--- config.mk ---
export PLATFORM = sky130hd
export DESIGN_NAME = writeback_stage
export DESIGN_NICKNAME = d
export VERILOG_FILES = /design/src/rtl/wb_pkg.sv /design/src/rtl/load_align.sv /design/src/rtl/writeback_stage.sv
export SDC_FILE = /design/constraint.sdc
export NUM_CORES = 1
export LEC_CHECK = 0
export CAP_MARGIN = 10
export CORE_MARGIN = 2
export CORE_UTILIZATION = 46
export DETAILED_ROUTE_END_ITERATION = 6
export PLACE_DENSITY = 0.85
export SYNTH_ARGS = -nofsm -noshare
export SYNTH_HDL_FRONTEND = slang
export SYNTH_SLANG_ARGS = --single-unit
--- constraint.sdc ---
create_clock -name clk -period 3.7 [get_ports clk]
set_input_delay 0.925 -clock clk [delete_from_list [all_inputs] [get_ports clk]]
set_output_delay 0.925 -clock clk [all_outputs]
set_load 0.03 [all_outputs]
--- src/rtl/wb_pkg.sv ---
// Shared opcodes, FSM state type and decode helpers for the writeback stage.
// Pure declarations: no logic, no latency, no flow control.
// Imported by writeback_stage and load_align.
package wb_pkg;

    localparam logic [5:0] JAL_OP  = 6'b100000;
    localparam logic [5:0] JALR_OP = 6'b010001;
    localparam logic [5:0] LB_OP   = 6'b010101;
    localparam logic [5:0] LBU_OP  = 6'b011000;
    localparam logic [5:0] LH_OP   = 6'b010110;
    localparam logic [5:0] LHU_OP  = 6'b011001;

    typedef enum logic {
        IDLE     = 1'b0,
        WAIT_MEM = 1'b1
    } wb_state_e;

    function automatic logic is_link_op(input logic [5:0] op);
        return (op == JAL_OP) || (op == JALR_OP);
    endfunction

endpackage

--- src/rtl/load_align.sv ---
// Big-endian byte/halfword lane select with sign/zero extension for loads.
// Latency: purely combinational.
// Backpressure: none; output follows inputs.
module load_align
    import wb_pkg::*;
#(
    parameter int DATA_W = 32
) (
    input  logic [DATA_W-1:0] data,
    input  logic [1:0]        byte_off,
    input  logic [5:0]        aluop,
    output logic [DATA_W-1:0] ext_data
);

    logic [7:0]  lane_b;
    logic [15:0] lane_h;

    always_comb begin
        lane_b = data[DATA_W-1 -: 8];
        case (byte_off)
            2'd0:    lane_b = data[DATA_W-1  -: 8];
            2'd1:    lane_b = data[DATA_W-9  -: 8];
            2'd2:    lane_b = data[DATA_W-17 -: 8];
            default: lane_b = data[DATA_W-25 -: 8];
        endcase
    end

    // Halfword lane ignores byte_off[0]; offset 0 is the upper half.
    assign lane_h = byte_off[1] ? data[DATA_W-17 -: 16] : data[DATA_W-1 -: 16];

    always_comb begin
        ext_data = data;
        case (aluop)
            LB_OP:   ext_data = {{(DATA_W-8){lane_b[7]}}, lane_b};
            LBU_OP:  ext_data = {{(DATA_W-8){1'b0}}, lane_b};
            LH_OP:   ext_data = {{(DATA_W-16){lane_h[15]}}, lane_h};
            LHU_OP:  ext_data = {{(DATA_W-16){1'b0}}, lane_h};
            default: ext_data = data;
        endcase
    end

endmodule

--- src/rtl/writeback_stage.sv ---
// Register-file writeback: selects destination/data, aligns loads, strobes rf_we.
// Latency: 1 cycle from accept (or from dmem_valid for a waiting load) to rf_we.
// Backpressure: in_ready low while a load waits for DMEM data; holds indefinitely.
module writeback_stage
    import wb_pkg::*;
#(
    parameter int DATA_W   = 32,
    parameter int REG_AW   = 5,
    parameter int LINK_REG = 31
) (
    input  logic              clk,
    input  logic              rst_n,
    input  logic              in_valid,
    output logic              in_ready,
    input  logic [31:0]       insn,
    input  logic [5:0]        aluop,
    input  logic [DATA_W-1:0] alu_o,
    input  logic              rwd,
    input  logic              rdst,
    input  logic              rwe,
    input  logic [1:0]        byte_off,
    input  logic [DATA_W-1:0] dmem_d,
    input  logic              dmem_valid,
    output logic              rf_we,
    output logic [REG_AW-1:0] rf_waddr,
    output logic [DATA_W-1:0] rf_wdata,
    output logic              pend_valid,
    output logic [REG_AW-1:0] pend_addr
);

    typedef struct packed {
        logic [REG_AW-1:0] dest;
        logic [5:0]        op;
        logic [1:0]        byte_off;
        logic              we;
    } pend_t;

    wb_state_e         state_q, state_d;
    pend_t             pend_q;
    logic              accept, link, is_load;
    logic              commit, capture, waiting;
    logic [REG_AW-1:0] cur_dest, wr_dest;
    logic              wr_en_src, do_write;
    logic [5:0]        al_op;
    logic [1:0]        al_off;
    logic [DATA_W-1:0] al_data, wr_data;
    logic              unused_insn;

    assign unused_insn = ^{insn[31:21], insn[10:0]};

    assign waiting  = (state_q == WAIT_MEM);
    assign in_ready = (state_q == IDLE);
    assign accept   = in_valid && in_ready;
    assign link     = is_link_op(aluop);
    // Link ops carry PC+8 in alu_o even when rwd is set, so they never wait on DMEM.
    assign is_load  = rwd && !link;

    always_comb begin
        cur_dest = rdst ? REG_AW'(insn[15:11]) : REG_AW'(insn[20:16]);
        if (link) begin
            cur_dest = REG_AW'(LINK_REG);
        end
    end

    always_comb begin
        state_d = state_q;
        commit  = 1'b0;
        capture = 1'b0;
        case (state_q)
            IDLE: begin
                if (accept) begin
                    if (is_load && !dmem_valid) begin
                        capture = 1'b1;
                        state_d = WAIT_MEM;
                    end else begin
                        commit = 1'b1;
                    end
                end
            end
            WAIT_MEM: begin
                if (dmem_valid) begin
                    commit  = 1'b1;
                    state_d = IDLE;
                end
            end
            default: state_d = IDLE;
        endcase
    end

    assign al_op  = waiting ? pend_q.op       : aluop;
    assign al_off = waiting ? pend_q.byte_off : byte_off;

    load_align #(.DATA_W(DATA_W)) u_load_align (
        .data     (dmem_d),
        .byte_off (al_off),
        .aluop    (al_op),
        .ext_data (al_data)
    );

    always_comb begin
        wr_dest   = cur_dest;
        wr_en_src = rwe;
        wr_data   = (link || !rwd) ? alu_o : al_data;
        if (waiting) begin
            wr_dest   = pend_q.dest;
            wr_en_src = pend_q.we;
            wr_data   = al_data;
        end
    end

    // r0 commits still advance the FSM but never strobe the register file.
    assign do_write = commit && wr_en_src && (wr_dest != '0);

    always_ff @(posedge clk or negedge rst_n) begin
        if (!rst_n) begin
            state_q  <= IDLE;
            pend_q   <= '0;
            rf_we    <= 1'b0;
            rf_waddr <= '0;
            rf_wdata <= '0;
        end else begin
            state_q <= state_d;
            rf_we   <= do_write;
            if (do_write) begin
                rf_waddr <= wr_dest;
                rf_wdata <= wr_data;
            end
            if (capture) begin
                pend_q <= '{dest: cur_dest, op: aluop, byte_off: byte_off, we: rwe};
            end
        end
    end

    assign pend_valid = waiting;
    assign pend_addr  = pend_q.dest;

endmodule

==> metrics.cfg, run 1 <==
[sta]
hold_viol=0
worst_slack_ps=652
post-route-period-util_pct=82.4
setup_tns_ps=0
fin_crit_ps=3050
slew_viol_final=0
setup_violations=0
relSlewSlack_pct=32.0
tightestPinTransition_ps=1020
max_freq_mhz=328
finClkSkew_ps=6.43
rsz0062_at_grt=false

[synthesis]
synthCells=372
syn_avg_cell_area_sq_um=9.32
synth-simple-area-share_pct=17.3
synthTopCellsByCount=dfrtp_1, nand2_1, nor2_1
yosysSeqAreaShare_pct=38.3
synth_top_area_share_pct=38.3
synth_edf_count=0
synthAdderAreaFrac_pct=0
synthArstFlopShare_pct=100
ys.flop_type=dfrtp_1
synth_compound_area_share_pct=25.0
synthXorXnorAreaFrac_pct=0.505
yosysWarnings=0
syn_area_sq_um=3470
ys_types=52
ys_ff_latch=53
synth_mux_area_share_pct=12.9
synth.net_count=483
synth_top_family_by_area=compound AO/OA/AOI/OAI gates
synthTopCellsByArea=dfrtp_1, mux2_2, nand2_1
yosysTopAreaCell=dfrtp_1

[hold_path]
min_to=rf_wdata[20]$_DFFE_PN0P_
worstHoldStart=rf_wdata[20]$_DFFE_PN0P_
hold_path_depth=2
hold_class=flop to flop

[worst_setup_path]
r2r_slack_ps=780
max_stage_delay_ps=520
critical_path_arrival_ps=3230
worst_setup_path_start_kind=primary input
reg2reg_depth=7
cpMaxStageDelayCell=clkdlybuf4s50_1
r2r-end=rf_wdata[6]$_DFFE_PN0P_
cp-end-kind=flop
r2r-start=pend_valid$_DFF_PN0_
crit_fanout=16
crit_chain=clkdlybuf4s50_1, or3b_1, a22oi_1, o211a_2, nor3b_1, a211oi_1, o31ai_1
worstPathRequired_ps=3880
crit_start=aluop[1]
critPathKind=primary input to flop
path_buf_inv=1
cp_top_family=compound AO/OA/AOI/OAI gates

[clocking]
cts-root-buf=clkbuf_8
path_clk_slew_ps=100
cts_buffer_depth=2
tritoncts=yes
cts-buffers-inserted=5
clock_latency_ps=300
cts_resized=0
htree_levels=2
postCtsSetupBuffers=0
cts_hold_buf=0
cts.sinks=53

[layout]
finalNonFillerCells=590
multiInputGateArea_sq_um=1940
fin_util_pct=67.8
nFillCells=576
final_nets=601
area_growth_syn_to_layout_pct=42.7
regArea_sq_um=1330
drive_gt1_share_pct=12.4
diodes=0

[placed_design]
pre_cts_slack_ps=368
io_buffers=133
dpl.hpwl_mm=7.48
gp_congestion=0.830
placedCellCount=582

[route]
first_pass_iters=5
via_per_inst=5.74
route.vias.total=3385
routed_wl_mm=9.93
wl_per_cell_um=16.8
postRouteAntennaNets=0
drt_iter0_drc=206
remaining_drc_errors=0

[global_routing]
grt_use_total_pct=24.0
antenna_found_initial=0
grt_pass1_wl_mm=16.2
grt_pass1_vias=3303
grt_max_degree=72
gr-total-overflow=0

[floorplanning]
die_w_um=90.8
start_util_pct=47.5
die_y_um=90.8
fp.coreArea_sq_um=7290
rows=31
ios=156
dieArea_sq_um=8240

[power]
power.density_nw_per_um2=486
fin_total_pwr_mw=2.40
vdd_drop_max_mv=0.237
power.leakage_nw=2.06

[run]
drv_cap=0

[outcome]
status=finished, final reports clean

-- worst max path at each step --
stage,cells past startpoint,slack [ps],endpoint
6_report,7,650,rf_wdata[12]$_DFFE_PN0P_
5_1_grt,7,500,rf_wdata[5]$_DFFE_PN0P_
4_1_cts,7,700,rf_wdata[8]$_DFFE_PN0P_
3_5_place_dp,7,370,rf_wdata[8]$_DFFE_PN0P_
3_3_place_gp,7,450,rf_wdata[6]$_DFFE_PN0P_
2_1_floorplan,8,1150,rf_wdata[21]$_DFFE_PN0P_
-- worst register-to-register path: stages (launching register included) --
cell and delay [ps]:
dfrtp_1 670, buf_4 320, and3b_1 240, nor2_1 120, a211oi_1 60, o21ai_2 810
a221oi_1 300, o31ai_1 300
-- layout make-up --
cell class                      count  share of cell area [%]
Inverter                            4                   0.304
Clock buffer                        7                    1.75
Multi-Input combinational cell    284                    39.3
Sequential cell                    53                    26.8
Clock inverter                      1                   0.607
Tap cell                           99                    2.51
Timing Repair Buffer              142                    28.7
-- metrics by stage --
stage                     hold WS, ps  area, sq um
final                             487         4940
after CTS                         489         4940
after floorplan                   450         3470
after detailed placement          466         4830
after global placement            458         4830
after global routing              515         4940
-- cell usage in the layout, fill, tap and decap left out, types with 2 or more instances in the layout --
cell type / n
nor2_1: 37
o21ai_1: 4
mux2i_1: 16
or4_1: 2
a32oi_1: 2
mux2_2: 19
and3b_1: 3
nand2_1: 53
clkbuf_8: 6
o31ai_2: 10
a221oi_1: 7
or3b_1: 2
mux2i_4: 2
nand3b_1: 2
nor3b_1: 9
buf_4: 7
inv_1: 3
a21oi_1: 27
buf_12: 2
nand2b_1: 4
a211oi_1: 10
nor3b_2: 3
dfrtp_1: 53
nand3_1: 3
a31oi_1: 2
a21o_1: 2
o21ai_2: 2
o21ai_0: 19
nor2b_1: 2
o31ai_1: 22
clkdlybuf4s50_1: 132
-- power breakdown --
part,leakage [nW],switching (mW),internal [mW]
registers,0.650,0.111,0.745
logic,1.35,0.616,0.522
clock network,0.0585,0.190,0.221
total,2.06,0.917,1.49
-- flip-flops by register name, indices dropped and copies added, names as in the netlist --
register,flops
pend_addr,5
pend_q,9
pend_valid,1
rf_waddr,5
rf_wdata,32
rf_we,1
-- cells by family (layout without fill, tap and decap cells) --
family,Yosys count,after routing
AND/OR/NAND/NOR,124,124
AO/OA/AOI/OAI,119,119
flip-flops,53,53
multiplexers,39,39
buffers and inverters,35,154
XOR/XNOR,2,2
-- metal layers --
layer,global-route usage (%),part of all wire [%],up-vias
met5,0,0,-
met4,8.33,2.5,0
met3,4.01,6.6,20
met2,41.1,50,146
met1,30.7,41,1623
li1,-,-,1596
(Power assumes the default switching activity.)
==> run 2: changes to the inputs <==
--- a/config.mk
+++ b/config.mk
@@ -7,9 +7,9 @@
 export LEC_CHECK = 0
 export CAP_MARGIN = 10
 export CORE_MARGIN = 2
-export CORE_UTILIZATION = 46
+export CORE_UTILIZATION = 42
 export DETAILED_ROUTE_END_ITERATION = 6
-export PLACE_DENSITY = 0.85
+export PLACE_DENSITY = 0.79
 export SYNTH_ARGS = -nofsm -noshare
 export SYNTH_HDL_FRONTEND = slang
 export SYNTH_SLANG_ARGS = --single-unit
==> constraint.sdc (replaced) <==
create_clock -name clk -period 2.9 [get_ports clk]
set_input_delay 0.725 -clock clk [delete_from_list [all_inputs] [get_ports clk]]
set_output_delay 0.725 -clock clk [all_outputs]
set_load 0.03 [all_outputs]
==> metrics.cfg, run 2 (synthesis results as in run 1) <==
[outcome]
status=finished, final reports clean

[clocking]
cts_hold_buf=0
clock_latency_ps=320
cts_buffer_depth=2
cts-root-buf=clkbuf_8
cts.sinks=53
cts_resized=0
tritoncts=yes
path_clk_slew_ps=90
cts-buffers-inserted=5
postCtsSetupBuffers=0
htree_levels=2

[worst_setup_path]
worst_setup_path_start_kind=flop
cpMaxStageDelayCell=clkdlybuf4s50_1
worstPathRequired_ps=2170
cp-end-kind=primary output
crit_fanout=13
critical_path_arrival_ps=1960
max_stage_delay_ps=700
r2r-start=pend_valid$_DFF_PN0_
crit_chain=buf_4, inv_2, clkdlybuf4s50_1
crit_start=pend_valid$_DFF_PN0_
critPathKind=flop to primary output

[layout]
largest_reg_flops=32
drive_gt1_share_pct=16.8
regArea_sq_um=1330
nFillCells=686
finalNonFillerCells=622
final_nets=627
mostFrequentLayoutCell=clkdlybuf4s50_1
final_cell_mix=clkdlybuf4s50_1, nand2_1, dfrtp_1
area_growth_syn_to_layout_pct=48.5
diodes=0
reg_top3=rf_wdata: 32 flops, pend_q: 9 flops
design_area_sq_um=5150
multiInputGateArea_sq_um=1940
top_register=rf_wdata

[route]
remaining_drc_errors=0
via_per_inst=5.53
routed_wl_mm=10.3
route.vias.total=3442
wl_per_cell_um=16.6
first_pass_iters=6
drt_iter0_drc=147
postRouteAntennaNets=0

[placed_design]
dpl.hpwl_mm=7.98
postPlaceCellArea_sq_um=5030
io_buffers=133
placedCellCount=614
gp_congestion=0.836

[floorplanning]
dieArea_sq_um=8990
rows=33
die_w_um=94.8
die_y_um=94.8
start_util_pct=42.8
ios=156
fp.coreArea_sq_um=8090

[global_routing]
grt_use_total_pct=22.7
grt_pass1_wl_mm=16.0
grt_pass1_vias=3312
gr-total-overflow=0
antenna_found_initial=0
grt_max_degree=72

[sta]
setup_violations=0
max_freq_mhz=372
setup_tns_ps=0
post-route-period-util_pct=92.6
slew_viol_final=0
tightestPinTransition_ps=699
relSlewSlack_pct=53.4
finClkSkew_ps=10.4
hold_viol=0
rsz0062_at_grt=false
fin_crit_ps=2680

[run]
drv_cap=0

[hold_path]
hold_class=flop to flop
worstHoldStart=rf_wdata[20]$_DFFE_PN0P_

[power]
vdd_drop_max_mv=0.255
power.density_nw_per_um2=606
power.leakage_nw=2.18

==> run 2: cell count changes in the layout (fill, tap and decap cells not counted), sizes merged <==
cell and delta:
buf +26
==> run 2: per-layer routing <==
layer  track usage [%]  wire length, um
met4              6.64              157
met2              40.1             5240
met5                 0                0
met1              28.2             4180
met3              4.15              722
==> run 2: path summary, 6_finish.rpt <==
check	to	slack [ps]	cells after the start
min	rf_wdata[20]$_DFFE_PN0P_	490	2
max reg2reg	rf_wdata[30]$_DFFE_PN0P_	440	8
max in group asynchronous	pend_q[6]$_DFFE_PN0P_	1900	2
min reg2reg	rf_wdata[20]$_DFFE_PN0P_	490	2
min in group asynchronous	rf_wdata[4]$_DFFE_PN0P_	520	2
max	in_ready	220	3
==> run 2: stage by stage <==
| step | power (mW) | util, % | worst slack (ps) | hold slack (ps) |
|---|---|---|---|---|
| floorplan | 1.95 | - | 553 | 429 |
| global placement | 2.56 | 62.2 | -4.71 | 459 |
| CTS | 3.14 | 63.6 | 202 | 488 |
| global route | 3.28 | 63.6 | 91.6 | 503 |
| detailed placement | 2.61 | 62.2 | -63.8 | 465 |
| finish | 3.12 | 63.6 | 215 | 486 |
==> run 2: critical path: cells and delay by family (launching register included) <==
family                 cells  cell delay, ps
DFF                        1             540
buffers and inverters      3            1110
==> run 2: layout make-up <==
class / count / share of cell area, %
Multi-Input combinational cell: 284 / 37.8
Timing Repair Buffer: 168 / 31.4
Sequential cell: 53 / 25.8
Tap cell: 105 / 2.55
Clock buffer: 7 / 1.68
Clock inverter: 1 / 0.583
Inverter: 4 / 0.292
==> run 2: report_power, final <==
group / switching [mW] / total, mW / internal (mW) / leakage (nW)
combinational: 0.803 / 1.50 / 0.693 / 1.47
sequential: 0.141 / 1.09 / 0.950 / 0.650
clock: 0.253 / 0.535 / 0.282 / 0.0585
total: 1.20 / 3.12 / 1.93 / 2.18
